<file path="src/rtl/seq_ctrl.sv">
// Multi-cycle sequencer for the accumulator core: FETCH/DECODE/MEM/EXEC stepping,
// memory handshake with timeout guard, illegal-opcode trap and retire counter.
module seq_ctrl #(
    parameter int MEM_TIMEOUT = 16,
    parameter int CNT_W       = 16
) (
    input  logic             clk,
    input  logic             rst,
    input  logic             run,
    input  logic [3:0]       opc,
    input  logic             dec_jump,
    input  logic             dec_branch,
    input  logic             dec_memread,
    input  logic             dec_memwrite,
    input  logic             dec_accwrite,
    input  logic             acc_zero,
    input  logic             mem_ready,
    output logic             mem_req,
    output logic             mem_we,
    output logic             addr_sel,
    output logic             ir_we,
    output logic             mdr_we,
    output logic             pc_we,
    output logic             pc_src,
    output logic             acc_we,
    output logic [2:0]       state,
    output logic             halted,
    output logic [1:0]       err,
    output logic [CNT_W-1:0] retired
);

    typedef enum logic [2:0] {
        S_IDLE   = 3'd0,
        S_FETCH  = 3'd1,
        S_DECODE = 3'd2,
        S_MEM    = 3'd3,
        S_EXEC   = 3'd4,
        S_HALT   = 3'd5
    } state_e;

    localparam int             WCW  = $clog2(MEM_TIMEOUT) + 1;
    localparam logic [WCW-1:0] WLIM = WCW'(MEM_TIMEOUT - 1);

    state_e           state_q, state_d;
    logic [WCW-1:0]   wcnt_q, wcnt_d;
    logic [1:0]       err_q, err_d;
    logic [CNT_W-1:0] ret_q, ret_d;
    logic             jmp_q, jmp_d;
    logic             br_q, br_d;
    logic             rd_q, rd_d;
    logic             wr_q, wr_d;
    logic             accw_q, accw_d;
    logic             illegal;
    logic             retire;
    logic             timeout;

    assign illegal = (opc == 4'b0110) || (opc == 4'b0111) || (opc == 4'b1101);
    assign timeout = !mem_ready && (wcnt_q == WLIM);

    always_ff @(posedge clk or posedge rst) begin
        if (rst) begin
            state_q <= S_IDLE;
            wcnt_q  <= '0;
            err_q   <= 2'b00;
            ret_q   <= '0;
            jmp_q   <= 1'b0;
            br_q    <= 1'b0;
            rd_q    <= 1'b0;
            wr_q    <= 1'b0;
            accw_q  <= 1'b0;
        end else begin
            state_q <= state_d;
            wcnt_q  <= wcnt_d;
            err_q   <= err_d;
            ret_q   <= ret_d;
            jmp_q   <= jmp_d;
            br_q    <= br_d;
            rd_q    <= rd_d;
            wr_q    <= wr_d;
            accw_q  <= accw_d;
        end
    end

    always_comb begin
        state_d  = state_q;
        wcnt_d   = '0;
        err_d    = err_q;
        ret_d    = ret_q;
        jmp_d    = jmp_q;
        br_d     = br_q;
        rd_d     = rd_q;
        wr_d     = wr_q;
        accw_d   = accw_q;
        retire   = 1'b0;
        mem_req  = 1'b0;
        mem_we   = 1'b0;
        addr_sel = 1'b0;
        ir_we    = 1'b0;
        mdr_we   = 1'b0;
        pc_we    = 1'b0;
        pc_src   = 1'b0;
        acc_we   = 1'b0;

        case (state_q)
            S_IDLE: begin
                if (run) state_d = S_FETCH;
            end
            S_FETCH: begin
                mem_req = 1'b1;
                if (mem_ready) begin
                    ir_we   = 1'b1;
                    pc_we   = 1'b1;
                    state_d = S_DECODE;
                end else if (timeout) begin
                    err_d   = 2'b01;
                    state_d = S_HALT;
                end else begin
                    wcnt_d = wcnt_q + WCW'(1);
                end
            end
            S_DECODE: begin
                jmp_d  = dec_jump;
                br_d   = dec_branch;
                rd_d   = dec_memread;
                wr_d   = dec_memwrite;
                accw_d = dec_accwrite;
                if (illegal) begin
                    err_d   = 2'b10;
                    state_d = S_HALT;
                end else if (dec_memread || dec_memwrite) begin
                    state_d = S_MEM;
                end else begin
                    state_d = S_EXEC;
                end
            end
            S_MEM: begin
                mem_req  = 1'b1;
                addr_sel = 1'b1;
                mem_we   = wr_q;
                if (mem_ready) begin
                    if (wr_q) begin
                        retire = 1'b1;
                    end else begin
                        mdr_we  = rd_q;
                        state_d = S_EXEC;
                    end
                end else if (timeout) begin
                    err_d   = 2'b01;
                    state_d = S_HALT;
                end else begin
                    wcnt_d = wcnt_q + WCW'(1);
                end
            end
            S_EXEC: begin
                acc_we = accw_q;
                if (jmp_q || (br_q && acc_zero)) begin
                    pc_we  = 1'b1;
                    pc_src = 1'b1;
                end
                retire = 1'b1;
            end
            S_HALT: begin
                state_d = S_HALT;
            end
            default: state_d = S_HALT;
        endcase

        // run is only looked at here, on the boundary between instructions
        if (retire) begin
            ret_d   = ret_q + CNT_W'(1);
            state_d = run ? S_FETCH : S_IDLE;
        end
    end

    assign state   = state_q;
    assign halted  = (state_q == S_HALT);
    assign err     = err_q;
    assign retired = ret_q;

endmodule

</file>
<file path="config.mk">
export PLATFORM = sky130hd
export DESIGN_NAME = seq_ctrl
export DESIGN_NICKNAME = d
export VERILOG_FILES = /design/src/rtl/seq_ctrl.sv
export SDC_FILE = /design/constraint.sdc
export NUM_CORES = 1
export LEC_CHECK = 0
export CAP_MARGIN = 20
export CORE_MARGIN = 3
export CORE_UTILIZATION = 50
export DETAILED_ROUTE_END_ITERATION = 8
export PLACE_DENSITY = 0.84
export SYNTH_ARGS = -nofsm -noshare
export SYNTH_HDL_FRONTEND = slang
export SYNTH_SLANG_ARGS = --single-unit
</file>
<file path="constraint.sdc">
create_clock -name clk -period 3.5 [get_ports clk]
set_clock_uncertainty 0.05 [all_clocks]
set_input_delay 0.525 -clock clk [delete_from_list [all_inputs] [get_ports clk]]
set_output_delay 0.525 -clock clk [all_outputs]
set_load 0.01 [all_outputs]
</file>
Yosys cells after proc, flatten, opt, wreduce, memory -nomap -nowiden
Cells that the tools add are included.
{"block": "op_classes", "add_sub_neg": 2, "n_eq_ne": 15, "mux": 32, "reduce_logical": 12}
{"cell": "$mux 3", "count": 8}
{"cell": "$add 16x1->16 const B", "count": 1}
{"cell": "$mux 5", "count": 3}
{"cell": "$pmux 3 s5", "count": 1}
{"cell": "$mux 1", "count": 14}
{"cell": "$eq 4x3->1 const B", "count": 2}
{"cell": "$eq 3x2->1 const B", "count": 2}
{"cell": "$eq 3x3->1 const B", "count": 2}
{"cell": "$mux 2", "count": 3}
{"cell": "$ne 2x2->1 const B", "count": 3}
{"cell": "$add 5x1->5 const B", "count": 1}
{"cell": "$eq 5x4->1 const B", "count": 1}
{"cell": "$eq 4x4->1 const B", "count": 1}
{"cell": "$logic_or 1x1->1", "count": 4}
{"cell": "$ne 4x4->1 const B", "count": 1}
{"cell": "$pmux 1 s2", "count": 2}
{"cell": "$pmux 2 s2", "count": 1}
{"cell": "$reduce_and 4->1", "count": 1}
{"cell": "$eq 3x1->1 const B", "count": 1}
{"cell": "$logic_not 3->1", "count": 1}
{"cell": "$ne 3x3->1 const B", "count": 1}
{"cell": "$reduce_and 3->1", "count": 1}
{"cell": "$logic_and 1x1->1", "count": 2}
{"cell": "$ne 2x1->1 const B", "count": 1}
{"cell": "other kinds (3)", "count": 3}
{"block": "totals", "regBits": 31, "inputBits": 14}

Longest topological paths before layout
Gate-level depths: netlist of run 1.
{"block": "logic_depth", "word_depth": 6, "ltp_mapped": 6, "ltp_nobuf": 5}

Worst setup path after synthesis of run 1
No wires, ideal clock.
{"block": "synth_timing", "path_kind": "register -> output", "from": "register state_q[0], in the netlist state[0]", "to": "output port pc_we", "t_arrival_ns": 1.302, "setup_slack_ns": 1.623, "stages_incl_launch_ff": 5, "path_cell_list": "dfrtp_1 buf_6 or3b_1 buf_6 o22ai_1"}
{"block": "synth_between", "elab_chain_cells": 2, "word_cells_on_any_way": 3}
{"element": "from (decl)", "line": "44", "text": "state_e state_q, state_d;"}
{"element": "from (signal assigned)", "line": "72", "text": "state_q <= state_d;"}
{"element": "$eq 3x3->1 / $eq 3x1->1 (equally long branches)", "line": "104", "text": "case (state_q)"}
{"element": "$pmux 1 s2 *", "line": "104"}
{"element": "to (decl)", "line": "23", "text": "output logic pc_we,"}
Every way passes the cells marked *; elsewhere a longest branch is shown, timed or not.

Final worst setup path of run 1
Same ends and word-level chain as after synthesis.

==> results of run 1 <==
## routing by layer
layer / share of wire / vias to the layer above / global-route usage
met1: 0.43 / 611 / 0.266
met3: 0.053 / 2 / 0.0755
met4: 0.0056 / 0 / 0.0588
met2: 0.51 / 38 / 0.313
met5: 0 / - / 0
li1: - / 607 / -
## placed cells by master (no fill, tap or decap), types with 2 or more instances in the layout
cell type	n
a21oi_1	4
nor3_1	5
nand2_1	16
nand2b_1	3
nor2_1	10
dfrtp_1	31
nand4_1	6
mux2_2	5
inv_1	7
and3_1	6
nand3_1	11
xor2_1	2
clkbuf_4	5
xnor2_1	15
clkdlybuf4s50_1	43
nand4b_1	3
o21ai_0	4
ha_1	2
## kinds of logic after synthesis
| group | after synthesis | share of synthesized area |
|---|---|---|
| muxes | 5 | 0.0370 |
| AOI/OAI and AO/OA | 17 | 0.0789 |
| DFF | 31 | 0.509 |
| and+or+nand+nor | 65 | 0.220 |
| buffers and inverters | 12 | 0.0403 |
| adders and majority gates | 2 | 0.0164 |
| xor gates and xnor gates | 17 | 0.0978 |
## worst max-delay path, stage by stage, from the launching register on
cell	delay, ns
dfrtp_1	0.49
or3b_1	0.54
o22ai_1	0.21
clkdlybuf4s50_1	0.57
## how the worst max path moves through the flow
stage | start | endpoint | slack (ns) | cells past startpoint
detailed placement | mem_ready | pc_we | 0.87 | 4
finish | state[0] | pc_we | 0.81 | 3
CTS | state[0] | pc_we | 0.78 | 3
floorplan | state[0] | pc_we | 1.62 | 4
global placement | mem_ready | pc_we | 0.87 | 4
global route | state[0] | pc_we | 0.68 | 3
## power by group through the flow
stage / clock, mW / combinational, mW / sequential [mW]
2_1_floorplan: 0 / 0.269 / 0.540
3_3_place_gp: 0 / 0.478 / 0.542
3_5_place_dp: 0 / 0.492 / 0.550
4_1_cts: 0.297 / 0.498 / 0.545
5_1_grt: 0.315 / 0.538 / 0.561
6_report: 0.291 / 0.491 / 0.545
## flip-flops by register name, summed over array words and instances, names as in the netlist
signal and count:
state 3, retired 16, rd_q 1, err 2
accw_q 1, jmp_q 1, wcnt_q 5, br_q 1
wr_q 1
## final cells by class
class	count	share of cell area
Inverter	7	0.0128
Tap cell	31	0.0189
Timing Repair Buffer	44	0.214
Clock inverter	2	0.0171
Multi-Input combinational cell	106	0.334
Clock buffer	6	0.0250
Sequential cell	31	0.378
## Yosys cell counts, drive strengths merged, types with 3 or more instances
master / instances
nand2: 16
o21ai: 5
and3: 6
nand2b: 3
a21oi: 4
inv: 7
mux2: 5
buf: 4
nand3: 11
nand4: 6
nor2: 10
dfrtp: 31
xnor2: 15
nor3: 5
nand4b: 3
==> results summary, run 1 <==
The share of Yosys cell area claimed by the top area cell type is 0.509. The cell depth of the worst min-delay path is 1. STA classifies the critical path endpoint as a primary output. The number of distinct library cell variants in the gate-level netlist after synthesis came out at 34. Of the total power, the share spent switching nets is 0.334. The core area is 2830 µm². The number of global-route vias before repair came out at 1229. The ratio of routed vias to standard cells came out at 5.54. The kind of launch point of the worst setup path is a register. The count of standard-cell rows is 19. The root buffer cell chosen for the clock tree is clkbuf_4.

The critical path data required time is 2.92 ns. Counting every sink on the clock net gives 31. The share of total power in the clock network is 0.220.

The final route contains 1258 vias. The worst setup slack after placement is 0.869 ns. The clock latency at the later pin of the worst-skew pair came out at 0.32 ns. The tightest min-delay check is of the reg -> reg type. The sequential cell fraction of total power is 0.411.

For this run, the total global-route usage over all layers was measured as 0.202. The placed standard-cell area is 1960 µm². Relative to the synthesized area, the layout overhead comes to 34.7%. The clock period minus worst slack came out at 2.69 ns.

Of the synthesized area, sequential elements account for 0.509. The synthesized netlist net count is 165. At the end of the flow the core is filled with cells to 0.725. TritonCTS built the clock tree. The number of hold-repair buffers added at the cts stage is 0. The number of setup buffers added after CTS is 0. The congestion estimate from routability-driven global placement came to 0.842.

After detailed routing, the total wire length is 3370 µm. After global routing the overflow that remains totals 0. After clock tree synthesis, the repair step resized 0 gates. The number of cell instances on the worst register-to-register path is 4. The final-report max-slew violation count came out at 0. The final-report setup violation count came out at 0. In this run the register-to-register setup slack is 1.68 ns. The relative max-transition margin came out at 0.614. The number of instances in the placed design came out at 219. In this run the most critical hold path is launched from wcnt_q[0]. Ranked by total cell area, the synthesized netlist is headed by dfrtp_1, xnor2_1, nand2_1. The number of cells in the finished layout apart from fillers came out at 227. In this run, the number of DRC markers left after iteration 0 of detailed routing was 44. The worst register-to-register path ends at retired[8]. Summed over all cells, the static leakage comes to 0.887 nW.

The overall power is 1.33 mW. The antenna diode count came out at 0. In this run the deepest clock path goes through 2 buffers. The total area of multi-input combinational cells is 686 µm².

The CTS H-tree depth came out at 2. The share of total power dissipated in combinational logic is 0.370. The count of state elements after synthesis came out at 31. Once detail routing completed, the nets flagged for antenna violations numbered 0. The slew of the pin with the lowest slew margin came out at 0.572 ns. The final setup TNS came out at 0 ns.

The worst register-to-register path begins at state[0]. The detailed-routing iteration count for the pre-antenna-repair pass came out at 4. Dividing the final minimum period by the clock period gives 0.769. The number of enable-type register cells in the synthesized netlist is 0. The hold violation total from the final report is 0. The flow ran to the end, and the final reports show no timing, DRC or antenna violations. The count of unresolved DRC violations after routing came out at 0. The fraction of final layout cells sized beyond drive strength 1 is 0.0867.

The number of I/O pins came out at 44. The area of all placed cells without fillers came out at 2050 µm². The effective utilization at floorplan is 0.538. Counting flops with an async set or reset pin after synthesis yields a share of 1.00. The final worst-path setup slack came out at 0.807 ns.

The half-perimeter wire length after detailed placement came out at 2490 µm. The initial antenna violation count is 0. Dividing the synthesized area by the synthesized cell count gives 10.2 µm².

The data arrival time of the critical path came out at 2.12 ns. Setup repair after global routing left no endpoint under its margin. Max-cap violations in this run came to 0. The count of filler cells inserted in the layout came out at 208. The die covers 3740 µm². The reported net switching power is 0.443 mW.

Yosys printed 0 warnings. The area taken by flip-flops and latches came out at 776 µm². The area of the mapped netlist came out at 1520 µm². The first global-routing pass estimated 5510 µm of wire. The path with the worst hold slack has its endpoint at wcnt_q[0]. Synthesis produced 149 cells. The clock slew seen by the registers of the worst setup and hold paths is 0.09 ns. Entering global routing, the biggest net connects 32 pins.

The internal portion of the total power is 0.884 mW. The power density of the placed cells is 647 nW/µm². After detailed routing, the average wire length per cell comes to 14.9 µm. The clock buffer count from CTS came out at 5. The worst hold margin came out at 0.437 ns.

The count of buffers from port buffering is 43. The fmax came out at 371 MHz. The worst-path maximum fanout came out at 10. The die span in y is 61.2 µm. The library cell occupying the most area in the post-synthesis netlist is dfrtp_1. The worst voltage drop across the vdd grid came out at 0.549 mV.

The net count of the finished layout is 211. The critical path in this run is classified as reg -> out. The dominant register cell in the synthesized netlist is dfrtp_1. The die width is 61.2 µm.
Power figures use the tool's default switching activity.
==> run 2: changes to the inputs <==
- CORE_UTILIZATION: 50 -> 42
- PLACE_DENSITY: 0.84 -> 0.75
- clock period: 3.5 -> 2.2 ns (I/O delays scaled with it)
==> run 2 against run 1 <==
  * Critical endpoint is now mdr_we
  * Global-route usage shrank 1.8 points
  * Flip-flop and latch count is the same
  * Sequential share of layout area shrank 1.4 points
  * Worst setup slack lost 0.71 ns
  * Wire length grew 5.7%
  * Non-clock buffer count grew 8
  * Final area grew 4.1%
  * Via count grew 1.4%
  * Clock-buffer cell count is the same
  * Clock power grew 60%
  * Largest cell class unchanged
==> results summary, run 2 (synthesis results as in run 1) <==
The antenna diode count came to 0 (unchanged). The worst setup path is of the reg -> out kind. The worst voltage drop across the vdd grid came out at 0.627 mV (+14%). Tracing the worst setup path back leads to its startpoint at state[0]. The clock buffer count from CTS is 5 (unchanged). The number of flip-flops in the largest register came out at 16 (unchanged). The total area of multi-input combinational cells is 688 µm² (+0.36%). Timing would allow up to 476 MHz.

The number of cell instances on the worst register-to-register path was 5 (+1). The effective utilization at floorplan is 0.446 (-0.0925). The startpoint identified for the worst register-to-register timing path is state[0]. The minimum setup slack among reg-to-reg paths came out at 0.42 ns (-1.26 ns). The root cell of the clock tree is clkbuf_4. The area of all placed cells without fillers came out at 2140 µm² (+4.1%). The max-capacitance violation count came out at 0 (unchanged). The count of buffers from port buffering came out at 43 (unchanged). The placer's final routability congestion estimate came out at 0.833 (-1.1%). The initial antenna violation count is 0 (unchanged). The number of design-rule violations left by the first detailed-router iteration is 56 (+27%). The signed area change from the synthesized netlist to the final layout came out at 40.3%. The core area is 3420 µm² (+21%).

The sort of element at the end of the critical path is a primary output. The relative max-transition margin is 0.617 (+0.00289). The leakage power figure is 0.992 nW (+12%). The worst register-to-register path ends at retired[10].

The die span in y is 66.2 µm (+8.2%). The total track usage is 0.184 (-0.0184). The count of unresolved DRC violations after routing came out at 0 (unchanged). The number of hold-repair buffers added at the cts stage is 0 (unchanged). The power density of the placed cells was 1020 nW/µm² (+58%). TritonCTS built the clock tree. The final setup TNS came out at 0 ns (unchanged). The detailed-routing iteration count for the pre-antenna-repair pass is 4 (unchanged).

The net count of the finished layout was 219 (+3.8%). The number of I/O pins came to 44 (unchanged). In the layout the commonest cells are clkdlybuf4s50_1, dfrtp_1, nand2_1, xnor2_1, nand3_1.

The global-route wire length before repair is 6110 µm (+11%). The maximum buffer depth of the clock tree came to 2 (unchanged). The count of clock tree sinks came out at 31 (unchanged).

The CTS H-tree depth came out at 2 (unchanged). The data arrival time of the critical path is 1.72 ns (-0.40 ns). The count of filler cells inserted in the layout is 307 (+48%). The critical path data required time came out at 1.82 ns (-1.10 ns). Walking the worst path, the cells encountered are buf_4, nand2b_1, inv_1, and2_1, and4b_1, dlygate4sd2_1. The count of standard-cell rows is 21 (+2). The placed standard-cell area is 2030 µm² (+3.2%).

The share of the core filled with cells in the final layout is 0.625 (-0.0996). The area taken by flip-flops and latches is 777 µm² (+0.16%). The number of buffers and inverters on the critical path is 3 (+2).

The number of global-route vias before repair was 1282 (+4.3%). The final-report max-slew violation count is 0 (unchanged). The die width was 66.2 µm (+8.2%). The library cell used most frequently in the layout, excluding fill and tap cells, is clkdlybuf4s50_1. The pin count of the biggest net entering global routing came out at 32 (unchanged).

The clock latency at the later pin of the worst-skew pair is 0.33 ns (about the same). Grouping stages by cell kind, the critical path spends the most delay in buffers and inverters. The ratio of routed vias to standard cells was 5.10 (-7.9%).

The fraction of final layout cells sized beyond drive strength 1 is 0.132 (+0.0456). The cell with the largest stage delay on the worst path is dfrtp_1. The total grt overflow is 0 (unchanged). The worst-path maximum fanout is 8 (-2). The slew of the pin with the lowest slew margin is 0.572 ns (-0.000395 ns).

The smallest clock period supported by the final layout is computed as 2.10 ns. The critical path's largest stage delay came to 0.41 ns (-0.16 ns). The number of nets with antenna violations after routing is 0 (unchanged). The min-delay analysis places its worst path in the category in -> async. The total number of vias came to 1276 (+1.4%). The flow ran to the end, and the final reports show no timing, DRC or antenna violations.

The post-detailed-routing wire length is 3560 µm (+5.7%). STA classifies the critical path startpoint as a register. The die area came out at 4380 µm² (+17%). The hold violation total from the final report is 0 (unchanged). The detailed-route wire length per cell came out at 14.3 µm (-4.0%). The final-report setup violation count is 0 (unchanged). The half-perimeter wire length after detailed placement is 2630 µm (+5.6%).

Setup repair after global routing left no endpoint under its margin. The clock slew seen by the registers of the worst setup and hold paths came out at 0.10 ns (about the same). The final clock period utilization by the worst path is 0.955.
run 2: cell types whose count changed in the layout (fill, tap and decap cells not counted), sizes merged:
cell / before / now
buf: 1 / 9
clkdlybuf4s50: 43 / 36
dlymetal6s2s: 0 / 3
dlygate4sd2: 0 / 4
run 2: worst max-delay path by stage:
stage	end	slack, ns	cells past startpoint
2_1_floorplan	retired[10]	0.47	6
3_3_place_gp	pc_we	0.16	4
3_5_place_dp	pc_we	0.18	4
4_1_cts	mem_we	0.03	4
5_1_grt	mdr_we	0.002	6
6_report	mdr_we	0.1	6
run 2: layout make-up:
type                            instances  area share
Sequential cell                        31       0.364
Clock inverter                          2      0.0164
Inverter                                7      0.0123
Timing Repair Buffer                   52       0.234
Tap cell                               46      0.0269
Clock buffer                            6      0.0240
Multi-Input combinational cell        106       0.322
run 2: power by group:
| group | total (mW) | switching, mW | internal (mW) |
|---|---|---|---|
| Sequential | 0.830 | 0.117 | 0.713 |
| Combinational | 0.889 | 0.408 | 0.481 |
| Clock | 0.467 | 0.199 | 0.268 |
| Total | 2.19 | 0.724 | 1.46 |
run 2: per-layer routing:
layer	share of wire	track usage	wire, µm
met4	0.0084	0.0609	30
met3	0.036	0.0527	129
met5	0	0	0
met2	0.52	0.301	1870
met1	0.43	0.231	1540
run 2: tightest hold or removal path: stages:
cell and delay [ns]:
clkdlybuf4s50_1 0.39, inv_1 0.05, buf_4 0.35
run 2: repair_timing:
item	CTS	global route
buffers inserted	2	0
setup endpoints to repair	4	4
cloned	0	0
resized for setup	6	3
run 2: per-stage QoR:
| step | instances | power [mW] | hold slack (ns) | worst slack [ns] |
|---|---|---|---|---|
| 3_5_place_dp | 240 | 1.71 | 0.409 | 0.178 |
| 6_report | 250 | 2.19 | 0.316 | 0.0982 |
| 3_3_place_gp | 240 | 1.69 | 0.401 | 0.163 |
| 5_1_grt | 250 | 2.34 | 0.329 | 0.00170 |
| 4_1_cts | 250 | 2.21 | 0.317 | 0.0311 |
| 2_1_floorplan | 149 | 1.29 | 0.380 | 0.467 |
